<file path="config.mk">
export PLATFORM = sky130hd
export DESIGN_NAME = hsv2rgb
export DESIGN_NICKNAME = d
export VERILOG_FILES = /design/src/rtl/hsv2rgb.sv
export SDC_FILE = /design/constraint.sdc
export NUM_CORES = 1
export LEC_CHECK = 0
export ABC_AREA = 1
export CORE_ASPECT_RATIO = 0.7
export CORE_MARGIN = 5
export CORE_UTILIZATION = 46
export DETAILED_ROUTE_END_ITERATION = 8
export GPL_TIMING_DRIVEN = 0
export PLACE_DENSITY = 0.7
export SETUP_SLACK_MARGIN = 0.05
export SLEW_MARGIN = 20
export SYNTH_ARGS = -nofsm -noshare
export SYNTH_HDL_FRONTEND = slang
export SYNTH_SLANG_ARGS = --single-unit
</file>
<file path="constraint.sdc">
create_clock -name clock -period 6.2 [get_ports clock]
set_clock_uncertainty 0.2 [all_clocks]
set_input_delay 0.62 -clock clock [delete_from_list [all_inputs] [get_ports clock]]
set_output_delay 0.62 -clock clock [all_outputs]
set_load 0.02 [all_outputs]
</file>
<file path="src/rtl/hsv2rgb.sv">
// ============================================================================
//  Module      : hsv2rgb
//  Description : 6-stage streaming HSV to RGB converter, one pixel per clock.
//  Revision    : 1.0  initial release
// ============================================================================
`default_nettype none

module hsv2rgb (
    input  logic       clock,
    input  logic       reset_n,
    input  logic       in_valid,
    input  logic [7:0] in_hue,
    input  logic [7:0] in_saturation,
    input  logic [7:0] in_brightness,
    input  logic       in_visual,
    input  logic       in_done,
    output logic       out_valid,
    output logic [7:0] out_red,
    output logic [7:0] out_green,
    output logic [7:0] out_blue,
    output logic [7:0] out_hue,
    output logic [7:0] out_saturation,
    output logic [7:0] out_brightness,
    output logic       out_visual,
    output logic       out_done
);

    localparam int STAGES = 6;
    localparam int SB_W   = 27;

    // Sideband word: {valid, visual, done, hue, saturation, brightness}
    logic [SB_W-1:0] side_q [1:STAGES];
    logic [SB_W-1:0] side_d [1:STAGES];
    logic [2:0]      sec_q  [1:5];
    logic [2:0]      sec_d  [1:5];

    logic [7:0]  f_q, f_d;
    logic [15:0] sf_q, sf_d, snf_q, snf_d, vns_q, vns_d;
    logic [7:0]  a_q, a_d, b_q, b_d, p3_q, p3_d;
    logic [15:0] qn_q, qn_d, tn_q, tn_d;
    logic [7:0]  p4_q, p4_d, q_q, q_d, t_q, t_d, p5_q, p5_d;
    logic [7:0]  red_q, red_d, green_q, green_d, blue_q, blue_d;
    logic [10:0] h6;
    logic [7:0]  sat1, v1, v3, v5;

    // Exact floor(x/255) for x in 0..65025 without a divider.
    function automatic logic [7:0] div255(input logic [15:0] x);
        logic [16:0] t;
        t = {1'b0, x} + {9'd0, x[15:8]} + 17'd1;
        return 8'(t >> 8);
    endfunction

    assign sat1 = side_q[1][15:8];
    assign v1   = side_q[1][7:0];
    assign v3   = side_q[3][7:0];
    assign v5   = side_q[5][7:0];

    always_comb begin
        side_d[1] = {in_valid, in_visual, in_done, in_hue, in_saturation, in_brightness};
        for (int k = 2; k <= STAGES; k++) side_d[k] = side_q[k-1];

        h6       = {3'd0, in_hue} * 11'd6;
        sec_d[1] = h6[10:8];
        f_d      = h6[7:0];
        for (int k = 2; k <= 5; k++) sec_d[k] = sec_q[k-1];

        sf_d  = {8'd0, sat1} * {8'd0, f_q};
        snf_d = {8'd0, sat1} * {8'd0, 8'd255 - f_q};
        vns_d = {8'd0, v1}   * {8'd0, 8'd255 - sat1};

        a_d  = div255(sf_q);
        b_d  = div255(snf_q);
        p3_d = div255(vns_q);

        qn_d = {8'd0, v3} * {8'd0, 8'd255 - a_q};
        tn_d = {8'd0, v3} * {8'd0, 8'd255 - b_q};
        p4_d = p3_q;

        q_d  = div255(qn_q);
        t_d  = div255(tn_q);
        p5_d = p4_q;

        red_d   = 8'd0;
        green_d = 8'd0;
        blue_d  = 8'd0;
        case (sec_q[5])
            3'd0:    begin red_d = v5;   green_d = t_q;  blue_d = p5_q; end
            3'd1:    begin red_d = q_q;  green_d = v5;   blue_d = p5_q; end
            3'd2:    begin red_d = p5_q; green_d = v5;   blue_d = t_q;  end
            3'd3:    begin red_d = p5_q; green_d = q_q;  blue_d = v5;   end
            3'd4:    begin red_d = t_q;  green_d = p5_q; blue_d = v5;   end
            3'd5:    begin red_d = v5;   green_d = p5_q; blue_d = q_q;  end
            default: begin red_d = 8'd0; green_d = 8'd0; blue_d = 8'd0; end
        endcase
    end

    always_ff @(posedge clock) begin
        if (!reset_n) begin
            for (int k = 1; k <= STAGES; k++) side_q[k] <= '0;
            for (int k = 1; k <= 5; k++)      sec_q[k]  <= '0;
            f_q   <= '0;
            sf_q  <= '0; snf_q <= '0; vns_q <= '0;
            a_q   <= '0; b_q   <= '0; p3_q  <= '0;
            qn_q  <= '0; tn_q  <= '0; p4_q  <= '0;
            q_q   <= '0; t_q   <= '0; p5_q  <= '0;
            red_q <= '0; green_q <= '0; blue_q <= '0;
        end else begin
            for (int k = 1; k <= STAGES; k++) side_q[k] <= side_d[k];
            for (int k = 1; k <= 5; k++)      sec_q[k]  <= sec_d[k];
            f_q   <= f_d;
            sf_q  <= sf_d;  snf_q <= snf_d; vns_q <= vns_d;
            a_q   <= a_d;   b_q   <= b_d;   p3_q  <= p3_d;
            qn_q  <= qn_d;  tn_q  <= tn_d;  p4_q  <= p4_d;
            q_q   <= q_d;   t_q   <= t_d;   p5_q  <= p5_d;
            red_q <= red_d; green_q <= green_d; blue_q <= blue_d;
        end
    end

    assign out_valid      = side_q[STAGES][26];
    assign out_visual     = side_q[STAGES][25];
    assign out_done       = side_q[STAGES][24];
    assign out_hue        = side_q[STAGES][23:16];
    assign out_saturation = side_q[STAGES][15:8];
    assign out_brightness = side_q[STAGES][7:0];
    assign out_red        = red_q;
    assign out_green      = green_q;
    assign out_blue       = blue_q;

endmodule

`default_nettype wire

</file>
==> impl_metrics.toml <==
[flow_run]
cap_violations = 0

[yosys]
synthesis.nets = 3712
synth_top_family_by_area = "adder cells"
yosysTopAreaCellShare_pct = 29.1
synth_seq_area_share_pct = 29.1
syn_area_per_cell_um2 = 7.14
synth_top_cell_by_area = "dfxtp_1"
synthAdderAreaFrac_pct = 27.0
netlist_instances = 3283
synth_area_um2 = 23400
synth_xor_area_share_pct = 0.336
ys_types = 34
synth.mux.area_fraction_pct = 0
yosys_warnings = 0
synth_area_leaders = "dfxtp_1 29%, fa_1 15%, nand2_1 14%, inv_1 12%, ha_1 12%"
yosys.area_share.simple_pct = 25.3
synth-seq-cells = 341
synth_compound_area_share_pct = 4.39

[cells_and_area]
multi_input_area_um2 = 13400
fin_nets = 3827
syn_to_final_growth_pct = 11.9
fin_cells = 4095
diodes = 0
drive_gt1_share_pct = 2.75
register_area_um2 = 6830
fillCellCount = 4964

[route]
num_vias = 19800
remaining_drc_errors = 0
dr_wl_met2_um = 24700
firstDrtPassIters = 5
dr.max_layer_used = "met4"
drt-total-wl_um = 61900
met3_length_um = 5390
ant_nets = 0
drt_iter0_markers = 1724
viasPerCell = 4.84
wl_per_cell_um = 15.1
drt-met1-wl_um = 30200

[cts]
ctsRootBufferMaster = "clkbuf_16"
cts_buffers = 34
clk_pin_slew_ns = 0.07
cts_setup_buffers = 0
htree_levels = 2
hold_buffers = 0
cts_tree = "done"
clkLatencyLatePin_ns = 0.55
clock-sinks = 341
cts.repair.resized = 0
cts_max_path_buffers = 3

[setup_path]
critPathKind = "register to register"
cp_max_fo = 10
path_common_cell = "fa_1"
critPathMaxStageDelay_ns = 0.60
crit_path_top_delay_cell = "buf_1"
reg2reg_depth = 16
required_ns = 6.47
cp-start-kind = "register"
rrSetupSlack_ns = 0.99
crit_chain = "clkbuf_1 -> buf_1 -> nor2_1 -> fa_1 -> fa_1 -> inv_1 -> fa_1 -> fa_1 -> inv_1 -> ha_1 -> nand2_1 -> o21ai_0 -> nand3_1 -> nand4_1 -> nand2_1 -> nor2_1"
r2r_start = "side_q[0][39]$_SDFF_PN0_"
critPathArrivalTime_ns = 5.49
r2r_end = "vns_q[15]$_SDFF_PN0_"
end_kind = "register"

[power]
vdd_drop_max_v = 0.000238
power_density_nw_per_um2 = 251
p_leak_nw = 15.6

[placed_design]
finalWeightedCongestion = 0.985
hpwlAfterDp_um = 49300
io_buffers = 79
dp.cells = 4036

[timing]
rsz0062_at_grt = "false"
drv_slew = 0
tightest_slew_ns = 1.03
fin_crit_sh_pct = 84.1
hold_violations = 0
max_freq_ghz = 0.192
tns_ns = 0
finalCriticalPeriod_ns = 5.21
relSlewSlack_pct = 31.2
setup_viol = 0

[floorplanning]
die_h_um = 199
core_area_um2 = 50600
floorplan.die_area_um2 = 55600
io_pins = 80
die_w_um = 280
rows = 69
start_util_pct = 46.3

[global_routing]
overflow = 0
grt_pass1_vias = 19500
grt_max_degree = 17
grt_usage_pct = 22.7
grt_antenna_before_repair = 1
grt_first_pass_wirelength_um = 101000

[min_path]
hp-start = "side_q[0][101]$_SDFF_PN0_"
hold_path_class = "register to register"
hold_depth = 2
min_to = "side_q[0][128]$_SDFF_PN0_"

[status]
status = "finished, final reports clean"
[how the worst max path moves through the flow]
stage | cells past startpoint | end | startpoint | slack [ns]
finish | 16 | vns_q[15]$_SDFF_PN0_ | side_q[0][39]$_SDFF_PN0_ | 0.99
global route | 17 | snf_q[10]$_SDFF_PN0_ | side_q[0][39]$_SDFF_PN0_ | 0.79
detailed placement | 16 | vns_q[15]$_SDFF_PN0_ | side_q[0][39]$_SDFF_PN0_ | 1.09
floorplan | 18 | snf_q[13]$_SDFF_PN0_ | side_q[0][40]$_SDFF_PN0_ | 2.03
global placement | 16 | vns_q[15]$_SDFF_PN0_ | side_q[0][39]$_SDFF_PN0_ | 1.09
CTS | 16 | vns_q[15]$_SDFF_PN0_ | side_q[0][39]$_SDFF_PN0_ | 1.07
[Yosys cell counts]
| cell type | n |
|---|---|
| nand2_1 | 869 |
| inv_1 | 777 |
| nor2_1 | 418 |
| dfxtp_1 | 341 |
| ha_1 | 225 |
| fa_1 | 175 |
| nand3_1 | 146 |
| a21oi_1 | 107 |
| clkbuf_1 | 54 |
| o21ai_0 | 35 |
| nand4_1 | 14 |
| nor3_1 | 14 |
| or2_2 | 13 |
| buf_2 | 12 |
| a21o_1 | 10 |
| a31oi_1 | 10 |
| a22oi_1 | 8 |
| o2111ai_1 | 8 |
| buf_1 | 7 |
| nand3b_1 | 7 |
| inv_2 | 5 |
| xnor2_1 | 5 |
| o21bai_1 | 4 |
| xor2_1 | 4 |
| buf_4 | 3 |
| nand2_2 | 2 |
| nand3_4 | 2 |
| nor3b_1 | 2 |
| a21oi_4 | 1 |
| and3_1 | 1 |
| clkbuf_2 | 1 |
| clkinv_1 | 1 |
| nand3_2 | 1 |
| o21ai_1 | 1 |
[cell usage in the layout (no fill, tap or decap), types with 3 or more instances in the layout]
cell type	instances
a21o_1	10
a21oi_1	107
a22oi_1	8
a31oi_1	10
buf_1	7
buf_2	12
buf_4	3
bufinv_16	3
clkbuf_1	59
clkbuf_16	34
clkbuf_8	5
clkdlybuf4s50_1	79
clkinv_2	4
dfxtp_1	341
fa_1	175
ha_1	225
inv_1	777
inv_2	5
inv_6	4
nand2_1	869
nand3_1	146
nand3b_1	7
nand4_1	14
nor2_1	418
nor3_1	14
o2111ai_1	8
o21ai_0	35
o21bai_1	4
or2_2	13
xnor2_1	5
xor2_1	4
[through the flow]
step / util [%] / setup slack, ns / instance area [um2] / total power, mW / hold slack (ns)
after detailed placement: 49.6 / 1.09 / 25100 / 4.46 / 0.195
after global placement: 49.6 / 1.09 / 25100 / 4.44 / 0.193
after CTS: 51.8 / 1.07 / 26200 / 6.60 / 0.209
final: 51.8 / 0.987 / 26200 / 6.58 / 0.208
after global routing: 51.8 / 0.789 / 26200 / 7.03 / 0.226
after floorplan: - / 2.03 / 23400 / 3.90 / 0.190
[cell type report]
cell class              instances  share of cell area [%]
clock inverters                14                   0.773
flip-flops and latches        341                    26.0
multi-input cells            2082                    50.9
plain buffers                  77                    1.21
well taps                     674                    3.22
inverters                     783                    11.2
repair buffers                 79                    3.02
clock buffers                  45                    3.59
[worst max-delay path, delay by kind of cell, from the launching register on]
| kind | cells | cell delay, ns |
|---|---|---|
| buf+inv | 4 | 1.28 |
| flops | 1 | 0.31 |
| simple gates | 6 | 0.74 |
| fa+ha+maj | 5 | 2.21 |
| compound gates | 1 | 0.39 |
[cell families after synthesis]
family,after synthesis
buffers and inverters,860
AO/OA/AOI/OAI,184
flip-flops,341
adder cells (fa/ha/maj),400
AND/OR/NAND/NOR,1489
XOR/XNOR,9
[registers in the layout, indices dropped and copies added (netlist names)]
register,cells
a_q,8
b_q,8
f_q,7
out_blue,8
out_green,8
out_red,8
p3_q,8
p4_q,8
p5_q,8
q_q,8
qn_q,16
sec_q,15
sf_q,15
side_q,160
snf_q,16
t_q,8
tn_q,16
vns_q,16
[layer usage]
| metal | track usage, % | vias to the layer above |
|---|---|---|
| met4 | 6.28 | 0 |
| met3 | 5.26 | 101 |
| met2 | 33.7 | 677 |
| li1 | - | 9945 |
| met1 | 33.4 | 9107 |
| met5 | 0 | - |
[power breakdown]
| part | switching, mW | internal, mW |
|---|---|---|
| clock | 0.907 | 1.22 |
| sequential | 0.159 | 2.36 |
| combinational | 1.26 | 0.678 |
(Power assumes the default switching activity.)
